File: config.mk
export PLATFORM = sky130hd
export DESIGN_NAME = rom_addr_seq
export DESIGN_NICKNAME = d
export VERILOG_FILES = /design/src/rtl/rom_addr_seq.sv
export SDC_FILE = /design/constraint.sdc
export NUM_CORES = 1
export LEC_CHECK = 0
export BUFFER_PORTS_ARGS = -buffer_cell sky130_fd_sc_hd__buf_2
export CORE_MARGIN = 2
export CORE_UTILIZATION = 35
export CTS_BUF_LIST = sky130_fd_sc_hd__clkbuf_4 sky130_fd_sc_hd__clkbuf_8 sky130_fd_sc_hd__clkbuf_16
export DETAILED_ROUTE_END_ITERATION = 8
export GPL_TIMING_DRIVEN = 0
export SKIP_LAST_GASP = 1
export SLEW_MARGIN = 20
export SYNTH_ARGS = -nofsm -noshare
export SYNTH_HDL_FRONTEND = slang
export SYNTH_SLANG_ARGS = --single-unit
File: constraint.sdc
create_clock -name sys_clk -period 2.6 [get_ports sys_clk]
set_clock_uncertainty 0.1 [all_clocks]
set_input_delay 0.52 -clock sys_clk [delete_from_list [all_inputs] [get_ports sys_clk]]
set_output_delay 0.52 -clock sys_clk [all_outputs]
set_load 0.05 [all_outputs]
File: src/rtl/rom_addr_seq.sv
//------------------------------------------------------------------------------
// rom_addr_seq
//   Key-driven ROM address sequencer feeding an 8x256 ROM read path.
//   Steps addr on a fixed tick (up or down, with wrap), key1 toggles RUN/HOLD,
//   key2 toggles direction.  addr_upd marks each new address; data_vld is
//   addr_upd delayed by the ROM read latency.
//   Optional feature macro: ROM_SEQ_STEP_EN -- in HOLD, key2 steps addr once
//   in the current direction instead of toggling dir.
//------------------------------------------------------------------------------
`default_nettype none

module rom_addr_seq #(
  parameter logic [22:0]       CNT_MAX  = 23'd4_999_999,
  parameter int unsigned       ADDR_W   = 8,
  parameter logic [ADDR_W-1:0] ADDR_MAX = {ADDR_W{1'b1}},
  parameter int unsigned       RD_LAT   = 1
) (
  input  logic              sys_clk,
  input  logic              sys_rst_n,
  input  logic              key1_flag,
  input  logic              key2_flag,
  output logic [ADDR_W-1:0] addr,
  output logic              addr_upd,
  output logic              data_vld,
  output logic              dir,
  output logic              running
);

  localparam logic [0:0]        S_RUN    = 1'b0;
  localparam logic [0:0]        S_HOLD   = 1'b1;
  localparam logic [ADDR_W-1:0] ADDR_ONE = {{(ADDR_W-1){1'b0}}, 1'b1};

  logic [0:0]        state;
  logic [0:0]        state_nxt;
  logic [22:0]       cnt;
  logic [22:0]       cnt_nxt;
  logic              init_done;
  logic [RD_LAT-1:0] vld_sr;

  logic [ADDR_W-1:0] addr_up;
  logic [ADDR_W-1:0] addr_dn;
  logic [ADDR_W-1:0] addr_step;
  logic              tick;
  logic              run_step;
  logic              man_step;
  logic              do_step;
  logic              dir_tgl;

  // Wrap-aware neighbours of addr; wrap is an explicit compare against ADDR_MAX
  // so a non power-of-two range works the same as the full range.
  always_comb begin
    addr_up   = (addr == ADDR_MAX) ? '0 : (addr + ADDR_ONE);
    addr_dn   = (addr == '0) ? ADDR_MAX : (addr - ADDR_ONE);
    addr_step = dir ? addr_dn : addr_up;
  end

  // Step / direction decisions.  key1 on the tick cycle suppresses the step.
  always_comb begin
    tick     = (cnt == CNT_MAX);
    run_step = init_done && (state == S_RUN) && !key1_flag && tick;
`ifdef ROM_SEQ_STEP_EN
    // In HOLD key2 becomes a single manual step; dir only toggles in RUN.
    man_step = init_done && (state == S_HOLD) && key2_flag;
    dir_tgl  = key2_flag && (state == S_RUN);
`else
    man_step = 1'b0;
    dir_tgl  = key2_flag;
`endif
    do_step  = run_step || man_step;
  end

  // Next-state for the RUN/HOLD machine and the tick counter.  The counter
  // stays at 0 during the init-pulse cycle so the first step lands
  // CNT_MAX+1 clocks after the init pulse.
  always_comb begin
    state_nxt = state;
    cnt_nxt   = cnt;
    if (key1_flag) begin
      state_nxt = (state == S_RUN) ? S_HOLD : S_RUN;
    end
    if (!init_done || key1_flag || (state == S_HOLD) || tick) begin
      cnt_nxt = '0;
    end else begin
      cnt_nxt = cnt + 23'd1;
    end
  end

  // Main registers: state, counter, direction, address and update pulse.
  always_ff @(posedge sys_clk or negedge sys_rst_n) begin
    if (!sys_rst_n) begin
      state     <= S_RUN;
      cnt       <= '0;
      dir       <= 1'b0;
      addr      <= '0;
      addr_upd  <= 1'b0;
      init_done <= 1'b0;
    end else begin
      state     <= state_nxt;
      cnt       <= cnt_nxt;
      dir       <= dir ^ dir_tgl;
      init_done <= 1'b1;
      addr_upd  <= !init_done || do_step;
      if (do_step) begin
        addr <= addr_step;
      end
    end
  end

  // data_vld delay line: addr_upd shifted RD_LAT clocks, independent of state.
  generate
    if (RD_LAT == 1) begin : g_lat1
      always_ff @(posedge sys_clk or negedge sys_rst_n) begin
        if (!sys_rst_n) begin
          vld_sr <= '0;
        end else begin
          vld_sr[0] <= addr_upd;
        end
      end
    end else begin : g_latn
      always_ff @(posedge sys_clk or negedge sys_rst_n) begin
        if (!sys_rst_n) begin
          vld_sr <= '0;
        end else begin
          vld_sr <= {vld_sr[RD_LAT-2:0], addr_upd};
        end
      end
    end
  endgenerate

  assign data_vld = vld_sr[RD_LAT-1];
  assign running  = (state == S_RUN);

endmodule

`default_nettype wire
==> metrics.md, run 1 <==
| Metric | Value |
|---|---|
| Die Footprint | around 0.0065 mm2 |
| Antenna violations before repair | 0 |
| Clock period minus final worst setup slack | about 2.3 ns |
| DIE WIDTH | a little over 80 um |
| Via count of the routed design | between 1500 and 2000 |
| Buffers and inverters on the worst path | 2 |
| Y dimension of the die | 80.7 um |
| CTS HTree Levels | 2 |
| Slowest cell on crit path | sky130_fd_sc_hd__or4b_1 |
| Top area cells in the synthesized netlist | sky130_fd_sc_hd__dfrtp_1 44%, sky130_fd_sc_hd__xnor2_1 4.3%, sky130_fd_sc_hd__nor2_1 3.6%, sky130_fd_sc_hd__o21ai_0 3.2%, sky130_fd_sc_hd__xor2_1 3.0% |
| Number of DRC violations after detailed routing | 0 |
| Number of clock buffers inserted by TritonCTS | 5 |
| Leakage dissipation | 0.000919 uW |
| Fraction of post-synthesis cell area in the top cell type by area | 0.437 |
| Kind of cell adding the most delay to the critical path | simple AND/OR/NAND/NOR gates |
| Worst hold path type | primary input to async pin |
| Final instance area | approximately 0.0024 mm2 |
| Clock net sink count | 36 |
| Clock tree root buffer cell | sky130_fd_sc_hd__clkbuf_8 |
| First-iteration detailed-routing DRC count | 90 |
| Count of mapped cells out of synthesis | between 200 and 250 |
| Async set-reset flop share out of synthesis | 1.00 |
| Count of state elements after synthesis | 36 |
| Setup Total Neg Slack | 0 ns |
| Final setup violation count | 0 |
| Num ports | 16 |
| Library cell with the largest summed area after synthesis | sky130_fd_sc_hd__dfrtp_1 |
| Highest ir drop seen on vdd | ~230 uV |
| Worst-skew pair later-pin latency | 0.29 ns |
| Via-to-Cell Ratio | around 5.4 |
| Chain of cells forming the critical path | clkbuf_1 -> inv_1 -> ha_1 -> or4b_1 -> or2_1 -> a211o_1 -> a22oi_1 |
| Arrival time worst endpoint | between 2 and 2.5 ns |
| Worst Max-Slew Pin Slew | 0.817 ns |
| Max-slew headroom at the worst pin | 0.456 |
| Reg2Reg Launch Point | addr[1] |
| First-pass iteration count of the detailed router | 4 |
| Part of the cycle the worst path needs | 0.886 |
| Type of the setup path with the least slack | flip-flop to flip-flop |
| Critical path fanouts, max | 9 |
| Setup repair after global routing missed its margin | false |
| Via count of the first global-routing pass | ~1600 |
| DP HPWL | 3090 um |
| Core footprint | around 0.0056 mm2 |
| Final wirelength | approximately 4400 um |
| GPL Wtd Cong | between 0.8 and 0.9 |
| Number of maximum-capacitance violations | 0 |
| Required @ worst endpoint | roughly 2.7 ns |
| Total count of hold-check failures in the final report | 0 |
| Syn-to-layout area delta | 15.7% |
| Total congestion overflow | 0 |
| Predominant post-synthesis flop cell | sky130_fd_sc_hd__dfrtp_1 |
| Initial cell density of the core | 0.367 |
| Part of the Yosys area used for sequential elements | 0.437 |
| Slew Limit Fails | 0 |
| Wire length of the first global-routing pass | between 7000 and 8000 um |
| Status | finished clean |
| Distinct cell type count of the synthesized netlist | a little under 50 |
| Count of yosys warnings during synthesis | 0 |
| EDFF count, synth | 0 |
| Total number of nets in the final design | around 250 |
| Total routing usage reported by global routing | 0.154 |
| Fill cell instance count of the final layout | slightly below 600 |
| Standard-cell rows | 27 |
| Number of I/O port buffers | 15 |
| Timing-limited maximum frequency | roughly 0.43 GHz |
| Clock tree from TritonCTS | done |
| Slowest Stage Delay on Critical Path | approximately 0.50 ns |
| Critical path endpoint category | flip-flop |
| Routed length per instance | 14.0 um |
| # resized after CTS | 0 |
| Number of antenna repair diodes | 0 |
| Syn_area_per_cell | slightly above 9 um2 |
| Syn_nets | 230 |
| Maximum count of clock buffers along a single path | 2 |
| Maximum number of pins on one net before global-route repair | 37 |
| Clock transition at the registers of the reported paths | 0.08 ns |
| Syn Std Cell Area | about 0.0021 mm2 |
| Critical path launch point type | flip-flop |
| Buffers inserted during post-CTS setup optimization | 0 |
| Number of buffers added to fix hold violations after cts | 0 |
| Number of nets still failing antenna checks after routing | 0 |
| Total cell area at the placement stage | around 0.0022 mm2 |
| Start point of the critical path | addr[1] |
| Share of layout cells above drive strength 1 | 0.135 |
| Power per Cell Area | 632 mW/mm2 |
## synthesized netlist by cell type (2+ instances only)
master,instances
sky130_fd_sc_hd__or3_1,7
sky130_fd_sc_hd__nor3_1,5
sky130_fd_sc_hd__nand2_1,14
sky130_fd_sc_hd__o32a_1,2
sky130_fd_sc_hd__or4_4,2
sky130_fd_sc_hd__o31ai_1,5
sky130_fd_sc_hd__dfrtp_1,36
sky130_fd_sc_hd__ha_1,4
sky130_fd_sc_hd__nor4_1,6
sky130_fd_sc_hd__xor2_1,7
sky130_fd_sc_hd__nand4_1,6
sky130_fd_sc_hd__or4_1,2
sky130_fd_sc_hd__a31oi_1,2
sky130_fd_sc_hd__nor2b_1,2
sky130_fd_sc_hd__and2_1,2
sky130_fd_sc_hd__inv_1,8
sky130_fd_sc_hd__or2_2,2
sky130_fd_sc_hd__a21oi_1,9
sky130_fd_sc_hd__a22oi_1,2
sky130_fd_sc_hd__nand3_1,12
sky130_fd_sc_hd__a21o_1,2
sky130_fd_sc_hd__or4b_1,2
sky130_fd_sc_hd__nor2_1,20
sky130_fd_sc_hd__nand2b_1,2
sky130_fd_sc_hd__xnor2_1,10
sky130_fd_sc_hd__clkbuf_1,11
sky130_fd_sc_hd__nor4bb_1,4
sky130_fd_sc_hd__a211o_1,3
sky130_fd_sc_hd__o21ai_0,13
## layer usage
layer,track usage,vias up,share of wire
li1,-,854,-
met1,0.224,823,0.51
met2,0.217,33,0.43
met3,0.0356,7,0.039
met4,0.0678,0,0.018
met5,0,-,0
## registers in the layout (all words and copies together) (netlist names)
name and cells:
data_vld 1, addr_upd 1, cnt 23, dir 1
state 1, addr 8, init_done 1
## cell type report
class | count | area [um2] | share of cell area
flip-flops and latches | 36 | 901 | 0.378
multi-input cells | 166 | 1080 | 0.454
clock inverters | 3 | 90.1 | 0.0378
repair buffers | 15 | 75.1 | 0.0315
well taps | 72 | 90.1 | 0.0378
plain buffers | 12 | 46.3 | 0.0194
inverters | 8 | 30.0 | 0.0126
clock buffers | 5 | 68.8 | 0.0289
## where the power goes
| part | switching [uW] | total, uW | internal (uW) |
|---|---|---|---|
| Sequential | 29.8 | 611 | 581 |
| Combinational | 151 | 208 | 56.9 |
| Clock | 209 | 688 | 480 |
| Total | 390 | 1510 | 1120 |
## final timing paths
path / to / slack, ns / cells after the start
min reg2reg: data_vld / 0.27 / 0
min: cnt[3] / 0.22 / 1
min in group sys_clk: data_vld / 0.27 / 0
max: addr[2] / 0.30 / 7
max in group asynchronous: cnt[2] / 1.66 / 1
max reg2reg: addr[2] / 0.30 / 7
## cell usage in the layout (no fill, tap or decap), types with 3 or more instances in the layout
| master | synthesis | layout |
|---|---|---|
| sky130_fd_sc_hd__nand4_1 | 6 | 6 |
| sky130_fd_sc_hd__clkbuf_1 | 11 | 11 |
| sky130_fd_sc_hd__a21oi_1 | 9 | 9 |
| sky130_fd_sc_hd__nor3_1 | 5 | 5 |
| sky130_fd_sc_hd__xnor2_1 | 10 | 10 |
| sky130_fd_sc_hd__or3_1 | 7 | 7 |
| sky130_fd_sc_hd__nand3_1 | 12 | 12 |
| sky130_fd_sc_hd__o21ai_0 | 13 | 13 |
| sky130_fd_sc_hd__nor4bb_1 | 4 | 4 |
| sky130_fd_sc_hd__clkbuf_8 | 0 | 5 |
| sky130_fd_sc_hd__nor2_1 | 20 | 20 |
| sky130_fd_sc_hd__a211o_1 | 3 | 3 |
| sky130_fd_sc_hd__nand2_1 | 14 | 14 |
| sky130_fd_sc_hd__xor2_1 | 7 | 7 |
| sky130_fd_sc_hd__ha_1 | 4 | 4 |
| sky130_fd_sc_hd__nor4_1 | 6 | 6 |
| sky130_fd_sc_hd__dfrtp_1 | 36 | 36 |
| sky130_fd_sc_hd__bufinv_16 | 0 | 3 |
| sky130_fd_sc_hd__buf_2 | 1 | 16 |
| sky130_fd_sc_hd__o31ai_1 | 5 | 5 |
| sky130_fd_sc_hd__inv_1 | 8 | 8 |
## cell families after synthesis
group / Yosys count / synth area share
multiplexers: 1 / 0.00546
flip-flops: 36 / 0.437
XOR/XNOR: 17 / 0.0723
AND/OR/NAND/NOR: 98 / 0.280
adder cells (fa/ha/maj): 4 / 0.0243
other: 1 / 0.00182
AO/OA/AOI/OAI: 45 / 0.142
buffers and inverters: 20 / 0.0370
## metrics by stage
step / hold slack [ns] / std cells / utilization / power, uW / setup slack (ns)
after global routing: 0.284 / 317 / 0.425 / 1580 / 0.156
after detailed placement: 0.260 / 309 / 0.397 / 830 / 0.323
after global placement: 0.258 / 309 / 0.397 / 830 / 0.295
final: 0.215 / 317 / 0.425 / 1510 / 0.295
after floorplan: 0.124 / 222 / - / 767 / 0.283
after CTS: 0.243 / 317 / 0.425 / 1530 / 0.306
## worst register-to-register path: stages (launching register included)
cell                       delay, ns
sky130_fd_sc_hd__dfrtp_1        0.40
sky130_fd_sc_hd__clkbuf_1       0.22
sky130_fd_sc_hd__inv_1          0.13
sky130_fd_sc_hd__ha_1           0.17
sky130_fd_sc_hd__or4b_1         0.50
sky130_fd_sc_hd__or2_1          0.30
sky130_fd_sc_hd__a211o_1        0.28
sky130_fd_sc_hd__a22oi_1        0.13
No activity file was read; power rests on OpenSTA's default activity.
==> inputs of run 2 (changes only) <==
--- a/config.mk
+++ b/config.mk
@@ -5,6 +5,7 @@
 export SDC_FILE = /design/constraint.sdc
 export NUM_CORES = 1
 export LEC_CHECK = 0
+export ABC_AREA = 1
 export BUFFER_PORTS_ARGS = -buffer_cell sky130_fd_sc_hd__buf_2
 export CORE_MARGIN = 2
 export CORE_UTILIZATION = 35
==> run 2 against run 1 <==
Compared with the run above:
- final area rose by 7.5%
- combinational power is 32% higher
- largest cell class unchanged
- global-route usage grew 0.58 points
- wire length up 16%
==> metrics.md, run 2 <==
| Metric | Value |
|---|---|
| Maximum number of pins on one net before global-route repair | 37 (unchanged) |
| Highest ir drop seen on vdd | 396 uV (was 232 uV) |
| Final setup violation count | 0 (unchanged) |
| Clock tree from TritonCTS | done (unchanged) |
| R2R Path End | cnt[18] (was addr[2]) |
| Timing-limited maximum frequency | 0.574 GHz (was 0.434 GHz) |
| Number of flip-flops under the largest register name | 23 (unchanged) |
| Top area cells in the synthesized netlist | sky130_fd_sc_hd__dfrtp_1 39%, sky130_fd_sc_hd__nand2_1 17%, sky130_fd_sc_hd__nor2_1 9.0%, sky130_fd_sc_hd__inv_1 6.9%, sky130_fd_sc_hd__nand3_1 6.1% (was sky130_fd_sc_hd__dfrtp_1 44%, sky130_fd_sc_hd__xnor2_1 4.3%, sky130_fd_sc_hd__nor2_1 3.6%, sky130_fd_sc_hd__o21ai_0 3.2%, sky130_fd_sc_hd__xor2_1 3.0%) |
| Reg2Reg Setup Slack | 0.86 ns (was 0.30 ns) |
| Number of DRC violations after detailed routing | 0 (unchanged) |
| Slew Limit Fails | 0 (unchanged) |
| Num ports | 16 (unchanged) |
| Initial cell density of the core | 0.361 (was 0.367) |
| GPL Wtd Cong | 0.848 (was 0.852) |
| Final wirelength | 5160 um (was 4440 um) |
| Number of buffers added to fix hold violations after cts | 0 (unchanged) |
| Fraction of post-synthesis cell area in the top cell type by area | 0.393 (was 0.437) |
| Wire length of the first global-routing pass | 9320 um (was 7730 um) |
| Critical path fanouts, max | 6 (was 9) |
| Count of yosys warnings during synthesis | 0 (unchanged) |
| Reg2Reg Launch Point | cnt[0] (was addr[1]) |
| Part of the cycle the worst path needs | 0.670 (was 0.886) |
| Maximum count of clock buffers along a single path | 2 (unchanged) |
| Syn_nets | 337 (was 230) |
| Syn_area_per_cell | 6.97 um2 (was 9.28 um2) |
| Clock net sink count | 36 (unchanged) |
| Share of layout cells above drive strength 1 | 0.114 (was 0.135) |
| Most instantiated library cell after synthesis | sky130_fd_sc_hd__nand2_1 (was sky130_fd_sc_hd__dfrtp_1) |
| Y dimension of the die | 85.0 um (was 80.7 um) |
| Largest registers | cnt x23, addr x8 (unchanged) |
| Most used cells in the layout excluding fill and tap cells | 101 x sky130_fd_sc_hd__nand2_1, 55 x sky130_fd_sc_hd__nor2_1, 42 x sky130_fd_sc_hd__inv_1, 36 x sky130_fd_sc_hd__dfrtp_1, 28 x sky130_fd_sc_hd__nand3_1 (was 36 x sky130_fd_sc_hd__dfrtp_1, 20 x sky130_fd_sc_hd__nor2_1, 16 x sky130_fd_sc_hd__buf_2, 14 x sky130_fd_sc_hd__nand2_1, 13 x sky130_fd_sc_hd__o21ai_0) |
| Antenna violations before repair | 0 (unchanged) |
| CTS HTree Levels | 2 (unchanged) |
| Most instantiated cells after synthesis | 101 x sky130_fd_sc_hd__nand2_1, 55 x sky130_fd_sc_hd__nor2_1, 42 x sky130_fd_sc_hd__inv_1, 36 x sky130_fd_sc_hd__dfrtp_1, 28 x sky130_fd_sc_hd__nand3_1 (was 36 x sky130_fd_sc_hd__dfrtp_1, 20 x sky130_fd_sc_hd__nor2_1, 14 x sky130_fd_sc_hd__nand2_1, 13 x sky130_fd_sc_hd__o21ai_0, 12 x sky130_fd_sc_hd__nand3_1) |
| Number of I/O port buffers | 15 (unchanged) |
| Power per Cell Area | 511 mW/mm2 (was 632 mW/mm2) |
| Register with the highest flop count | cnt (unchanged) |
| Critical path launch point type | flip-flop (unchanged) |
| Total number of nets in the final design | 359 (was 252) |
| Library cell appearing most often on the critical path | sky130_fd_sc_hd__nor2_1 |
| Chain of cells forming the critical path | ha_1 -> nand3_4 -> nor3_4 -> nand3_1 -> inv_1 -> nand2_1 -> nor2_1 -> nor2_1 (was clkbuf_1 -> inv_1 -> ha_1 -> or4b_1 -> or2_1 -> a211o_1 -> a22oi_1) |
| Worst hold path type | primary input to async pin (unchanged) |
| Arrival time worst endpoint | 1.82 ns (was 2.42 ns) |
| Slowest cell on crit path | sky130_fd_sc_hd__dfrtp_1 (was sky130_fd_sc_hd__or4b_1) |
| Syn-to-layout area delta | 11.7% (was 15.7%) |
| Commonest non-fill, non-tap cell in the layout | sky130_fd_sc_hd__nand2_1 (was sky130_fd_sc_hd__dfrtp_1) |
| Total power draw | 1310 uW (was 1510 uW) |
| Async set-reset flop share out of synthesis | 1.00 (unchanged) |
| Distinct cell type count of the synthesized netlist | 28 (was 49) |
| Clock tree root buffer cell | sky130_fd_sc_hd__clkbuf_8 (unchanged) |
| Status | finished clean (unchanged) |
| Syn Std Cell Area | 0.00229 mm2 (was 0.00206 mm2) |
| First-pass iteration count of the detailed router | 4 (unchanged) |
| Type of the setup path with the least slack | flip-flop to flip-flop (unchanged) |
| Standard-cell rows | 29 (was 27) |
| DIE WIDTH | 85.0 um (was 80.7 um) |
| Total routing usage reported by global routing | 0.160 (was 0.154) |
| Buffers inserted during post-CTS setup optimization | 0 (unchanged) |
| Number of antenna repair diodes | 0 (unchanged) |
| Clock period minus final worst setup slack | 1.74 ns (was 2.30 ns) |
| Depth of the worst register-to-register path | 8 (was 7) |
| Total count of hold-check failures in the final report | 0 (unchanged) |
| Critical path endpoint category | flip-flop (unchanged) |
| Core footprint | 0.00635 mm2 (was 0.00561 mm2) |
| Slowest Stage Delay on Critical Path | 0.43 ns (was 0.50 ns) |
| Die Footprint | 0.00722 mm2 (was 0.00652 mm2) |
| Clock transition at the registers of the reported paths | 0.07 ns (was 0.08 ns) |
| Setup repair after global routing missed its margin | false (unchanged) |
| First-iteration detailed-routing DRC count | 117 (was 90) |
| Final instance area | 0.00256 mm2 (was 0.00238 mm2) |
| Post-placement setup slack | 0.847 ns (was 0.323 ns) |
| Worst-skew pair later-pin latency | 0.29 ns (about the same) |
| Number of clock buffers inserted by TritonCTS | 5 (unchanged) |
| Required @ worst endpoint | 2.68 ns (was 2.72 ns) |
| Library cell with the largest summed area after synthesis | sky130_fd_sc_hd__dfrtp_1 (unchanged) |
| Worst Max-Slew Pin Slew | 0.814 ns (was 0.817 ns) |
| Max-slew headroom at the worst pin | 0.457 (was 0.456) |
| Slack of the critical path | 0.858 ns (was 0.295 ns) |
| Total congestion overflow | 0 (unchanged) |
| Count of mapped cells out of synthesis | 329 (was 222) |
| Predominant post-synthesis flop cell | sky130_fd_sc_hd__dfrtp_1 (unchanged) |
| Setup Total Neg Slack | 0 ns (unchanged) |
| DP HPWL | 3920 um (was 3090 um) |
| EDFF count, synth | 0 (unchanged) |
| Part of the Yosys area used for sequential elements | 0.393 (was 0.437) |
| Routed length per instance | 12.0 um (was 14.0 um) |
| Leakage dissipation | 0.00121 uW (was 0.000919 uW) |
| Via-to-Cell Ratio | 4.81 (was 5.42) |
| Number of nets still failing antenna checks after routing | 0 (unchanged) |
| Via count of the routed design | 2058 (was 1717) |
| Count of state elements after synthesis | 36 (unchanged) |
| Number of maximum-capacitance violations | 0 (unchanged) |
| Fill cell instance count of the final layout | 669 (was 582) |
| Total cell area at the placement stage | 0.00247 mm2 (was 0.00223 mm2) |
| Via count of the first global-routing pass | 2023 (was 1580) |
| # resized after CTS | 0 (unchanged) |
run 2: cell type report:
class | count | area [um2] | share of cell area
Multi-Input combinational cell | 245 | 1190 | 0.465
Sequential cell | 36 | 901 | 0.352
Tap cell | 77 | 96.3 | 0.0376
Inverter | 42 | 158 | 0.0615
Clock buffer | 7 | 96.3 | 0.0376
Timing Repair Buffer | 15 | 75.1 | 0.0293
Buffer | 6 | 43.8 | 0.0171
run 2: logic make-up (layout without fill, tap and decap cells):
family / Yosys count / count (layout) / synth area share
buf+inv: 48 / 70 / 0.0878
xor+xnor: 12 / 12 / 0.0458
flops: 36 / 36 / 0.393
fa+ha+maj: 4 / 4 / 0.0218
simple gates: 215 / 215 / 0.422
other cells: 1 / 1 / 0.00163
compound gates: 13 / 13 / 0.0283
run 2: power breakdown:
part | switching [uW] | leakage (uW) | internal [uW]
sequential | 22.0 | 0.000489 | 582
combinational | 198 | 0.000670 | 75.9
clock | 194 | 0.0000503 | 236
total | 414 | 0.00121 | 894
run 2: worst max-delay path by stage:
stage	from	end	slack, ns	depth (start not counted)
floorplan	addr[0]	addr[4]	0.77	10
global placement	cnt[0]	cnt[12]	0.85	7
detailed placement	cnt[0]	cnt[22]	0.85	7
CTS	cnt[0]	cnt[22]	0.84	7
global route	cnt[0]	cnt[18]	0.72	8
finish	cnt[0]	cnt[18]	0.86	8
run 2: stage by stage:
step | hold slack, ns | std cells | util
finish | 0.222 | 428 | 0.404
global route | 0.299 | 428 | 0.404
global placement | 0.265 | 421 | 0.388
floorplan | 0.124 | 329 | -
CTS | 0.263 | 428 | 0.404
detailed placement | 0.253 | 421 | 0.388
run 2: metal layers:
layer	part of all wire	wire length (um)	vias up	track usage
met3	0.034	176	4	0.0311
met1	0.51	2620	947	0.221
li1	-	-	1070	-
met5	0	0	-	0
met2	0.45	2310	37	0.254
met4	0.011	56	0	0.0462
run 2: critical path: cells and delay by family (launching register included):
| kind | cells | cell delay, ns |
|---|---|---|
| fa+ha+maj | 1 | 0.26 |
| buf+inv | 1 | 0.09 |
| flops | 1 | 0.43 |
| simple gates | 6 | 0.77 |
==> inputs of run 3 (changes only) <==
--- a/config.mk
+++ b/config.mk
@@ -5,7 +5,7 @@
 export SDC_FILE = /design/constraint.sdc
 export NUM_CORES = 1
 export LEC_CHECK = 0
-export ABC_AREA = 1
+export ABC_AREA = 0
 export BUFFER_PORTS_ARGS = -buffer_cell sky130_fd_sc_hd__buf_2
 export CORE_MARGIN = 2
 export CORE_UTILIZATION = 35
==> constraint.sdc (replaced) <==
create_clock -name sys_clk -period 1.81 [get_ports sys_clk]
set_clock_uncertainty 0.1 [all_clocks]
set_input_delay 0.362 -clock sys_clk [delete_from_list [all_inputs] [get_ports sys_clk]]
set_output_delay 0.362 -clock sys_clk [all_outputs]
set_load 0.05 [all_outputs]
==> run 3 against run 2 <==
Compared with the run above:
- the flow now finishes with violations (negative setup slack)
- total power increased by 42%
- sequential share of layout area decreased by 3.1 points
- combinational power increased by 43%
- utilization increased by 11 points
- sequential cell count unchanged
- hold slack got worse by 0.17 ns
- fmax decreased by 14%
- register-to-register slack got worse by 1.1 ns
- die area decreased by 9.7%
- critical path depth decreased by 1
- highest routed layer unchanged
==> metrics.md, run 3 (synthesis gave the netlist of run 1 again) <==
| Metric | Value |
|---|---|
| Final wirelength | 5620 um (was 5160 um) |
| Max-slew headroom at the worst pin | 0.447 (was 0.457) |
| Worst Max-Slew Pin Slew | 0.829 ns (was 0.814 ns) |
| Setup repair after global routing missed its margin | true (was false) |
| Number of DRC violations after detailed routing | 0 (unchanged) |
| Routed length per instance | 16.2 um (was 12.0 um) |
| Total routing usage reported by global routing | 0.174 (was 0.160) |
| GPL Wtd Cong | 0.861 (was 0.848) |
| Number of antenna repair diodes | 0 (unchanged) |
| First-pass iteration count of the detailed router | 4 (unchanged) |
| Final-layout worst hold slack | 0.0529 ns (was 0.222 ns) |
| Critical path endpoint category | flip-flop (unchanged) |
| Critical path fanouts, max | 3 (was 6) |
| Depth of the worst register-to-register path | 7 (was 8) |
| Number of clock buffers inserted by TritonCTS | 5 (unchanged) |
| Failing checks | negative setup slack |
| Timing-limited maximum frequency | 0.493 GHz (was 0.574 GHz) |
| DP HPWL | 3180 um (was 3920 um) |
| Maximum count of clock buffers along a single path | 2 (unchanged) |
| Share of layout cells above drive strength 1 | 0.420 (was 0.114) |
| Reg2Reg Setup Slack | -0.22 ns (was 0.86 ns) |
| Num ports | 16 (unchanged) |
| Number of flip-flops under the largest register name | 23 (unchanged) |
| Standard-cell rows | 27 (was 29) |
| End of the critical path | addr[2] (was cnt[18]) |
| Post-placement setup slack | -0.346 ns (was 0.847 ns) |
| Slack of the critical path | -0.217 ns (was 0.858 ns) |
| Critical path launch point type | flip-flop (unchanged) |
| Share of the core filled with cells in the final layout | 0.509 (was 0.404) |
| Worst hold path type | primary input to async pin (unchanged) |
| Via-to-Cell Ratio | 5.57 (was 4.81) |
| Clock tree root buffer cell | sky130_fd_sc_hd__clkbuf_8 (unchanged) |
| Slowest cell on crit path | sky130_fd_sc_hd__or4b_4 (was sky130_fd_sc_hd__dfrtp_1) |
| Register with the highest flop count | cnt (unchanged) |
| Number of nets still failing antenna checks after routing | 0 (unchanged) |
| Power per Cell Area | 652 mW/mm2 (was 511 mW/mm2) |
| Total count of hold-check failures in the final report | 0 (unchanged) |
| DIE WIDTH | 80.7 um (was 85.0 um) |
| Y dimension of the die | 80.7 um (was 85.0 um) |
| Wire length of the first global-routing pass | 8800 um (was 9320 um) |
| Slowest Stage Delay on Critical Path | 0.47 ns (was 0.43 ns) |
| Number of cells after detailed placement | 309 (was 421) |
| Core footprint | 0.00561 mm2 (was 0.00635 mm2) |
| Total number of nets in the final design | 281 (was 359) |
| Total congestion overflow | 0 (unchanged) |
| Number of maximum-capacitance violations | 0 (unchanged) |
| Final setup violation count | 28 (was 0) |
| Largest registers | cnt x23, addr x8 (unchanged) |
| Maximum number of pins on one net before global-route repair | 37 (unchanged) |
| Type of the setup path with the least slack | flip-flop to flip-flop (unchanged) |
| Most used cells in the layout excluding fill and tap cells | 30 x sky130_fd_sc_hd__buf_4, 24 x sky130_fd_sc_hd__dfrtp_1, 15 x sky130_fd_sc_hd__nor2_1, 15 x sky130_fd_sc_hd__buf_2, 13 x sky130_fd_sc_hd__nand2_1 (was 101 x sky130_fd_sc_hd__nand2_1, 55 x sky130_fd_sc_hd__nor2_1, 42 x sky130_fd_sc_hd__inv_1, 36 x sky130_fd_sc_hd__dfrtp_1, 28 x sky130_fd_sc_hd__nand3_1) |
| Leakage dissipation | 0.00109 uW (was 0.00121 uW) |
| Highest ir drop seen on vdd | 352 uV (was 396 uV) |
| Die Footprint | 0.00652 mm2 (was 0.00722 mm2) |
| Status | complete, but fails checks (was finished clean) |
| Reg2Reg Launch Point | addr[0] (was cnt[0]) |
| Start point of the critical path | addr[0] (was cnt[0]) |
| Via count of the first global-routing pass | 1819 (was 2023) |
| Buffers and inverters on the worst path | 2 (was 1) |
| Via count of the routed design | 1928 (was 2058) |
| Clock tree from TritonCTS | done (unchanged) |
| Syn-to-layout area delta | 38.5% (was 11.7%) |
| CP Depth | 7 (was 8) |
| Antenna violations before repair | 0 (unchanged) |
| Clock period minus final worst setup slack | 2.03 ns (was 1.74 ns) |
| Slew Limit Fails | 0 (unchanged) |
| Arrival time worst endpoint | 2.14 ns (was 1.82 ns) |
| Worst-skew pair later-pin latency | 0.30 ns (was 0.29 ns) |
| Required @ worst endpoint | 1.92 ns (was 2.68 ns) |
| Kind of cell adding the most delay to the critical path | simple AND/OR/NAND/NOR gates (unchanged) |
| Commonest non-fill, non-tap cell in the layout | sky130_fd_sc_hd__buf_4 (was sky130_fd_sc_hd__nand2_1) |
| Part of the cycle the worst path needs | 1.12 (was 0.670) |
| Chain of cells forming the critical path | buf_8 -> inv_6 -> ha_4 -> or4b_4 -> or2_4 -> a211o_1 -> a22oi_1 (was ha_1 -> nand3_4 -> nor3_4 -> nand3_1 -> inv_1 -> nand2_1 -> nor2_1 -> nor2_1) |
| CTS HTree Levels | 2 (unchanged) |
| Final cell count without fillers | 346 (was 428) |
| Clock net sink count | 36 (unchanged) |
| Initial cell density of the core | 0.367 (was 0.361) |
| Clock transition at the registers of the reported paths | 0.08 ns (was 0.07 ns) |
| Number of I/O port buffers | 15 (unchanged) |
| R2R Path End | addr[2] (was cnt[18]) |
| First-iteration detailed-routing DRC count | 166 (was 117) |
[run 3: changes by cell type in the layout (fill, tap and decap cells not counted), sizes merged, moves of 5 or more]
cell,before,now
nor2,57,20
or3,0,7
buf,20,53
o31ai,0,5
nor4,0,6
a21oi,3,9
nand2,102,14
inv,42,8
nor3,16,5
xnor2,3,10
nand3,30,12
[run 3: metal layers]
| layer | part of all wire | vias to the layer above | GRT usage |
|---|---|---|---|
| met4 | 0.019 | 0 | 0.0780 |
| li1 | - | 909 | - |
| met1 | 0.46 | 963 | 0.235 |
| met5 | 0 | - | 0 |
| met3 | 0.035 | 9 | 0.0289 |
| met2 | 0.49 | 47 | 0.274 |
[run 3: worst register-to-register path: stages, from the launching register on]
cell	delay, ns
sky130_fd_sc_hd__dfrtp_2	0.42
sky130_fd_sc_hd__buf_8	0.13
sky130_fd_sc_hd__inv_6	0.05
sky130_fd_sc_hd__ha_4	0.12
sky130_fd_sc_hd__or4b_4	0.47
sky130_fd_sc_hd__or2_4	0.26
sky130_fd_sc_hd__a211o_1	0.25
sky130_fd_sc_hd__a22oi_1	0.14
[run 3: worst min path at each step]
stage | start | to | slack, ns | cells after the start
after floorplan | sys_rst_n | addr[0] | -0.03 | 0
after global placement | addr_upd | data_vld | 0.26 | 0
after detailed placement | addr_upd | data_vld | 0.26 | 0
after CTS | sys_rst_n | cnt[18] | 0.09 | 1
after global routing | sys_rst_n | cnt[18] | 0.12 | 1
final | sys_rst_n | cnt[18] | 0.05 | 1
[run 3: cell type report]
| class | instances | area, um2 |
|---|---|---|
| clock buffers | 5 | 68.8 |
| repair buffers | 47 | 330 |
| flip-flops and latches | 36 | 916 |
| well taps | 72 | 90.1 |
| inverters | 8 | 37.5 |
| clock inverters | 3 | 18.8 |
| multi-input cells | 166 | 1300 |
| plain buffers | 9 | 90.1 |
| fillers | 540 | 2750 |
[run 3: report_power, final]
part / total, uW / leakage, uW / internal [uW] / switching (uW)
Sequential: 876 / 0.000461 / 834 / 41.4
Combinational: 393 / 0.000586 / 135 / 258
Clock: 592 / 0.0000479 / 269 / 323
Total: 1860 / 0.00109 / 1240 / 622
[run 3: metrics by stage]
stage	cell area, um2	power [uW]	TNS [ns]
CTS	2620	1810	-1.32
global route	2850	1950	-3.89
global placement	2270	1190	-8.25
finish	2850	1860	-1.27
floorplan	2100	1100	-1.86
detailed placement	2270	1190	-8.23
[run 3: timing repair]
| action | CTS | global route |
|---|---|---|
| resized for setup | 29 | 57 |
| setup buffers | 23 | 7 |
| pin swaps | 18 | 9 |
| gates cloned | 0 | 2 |
| setup endpoints to repair | 31 | 31 |
| hold buffers | 0 | 0 |
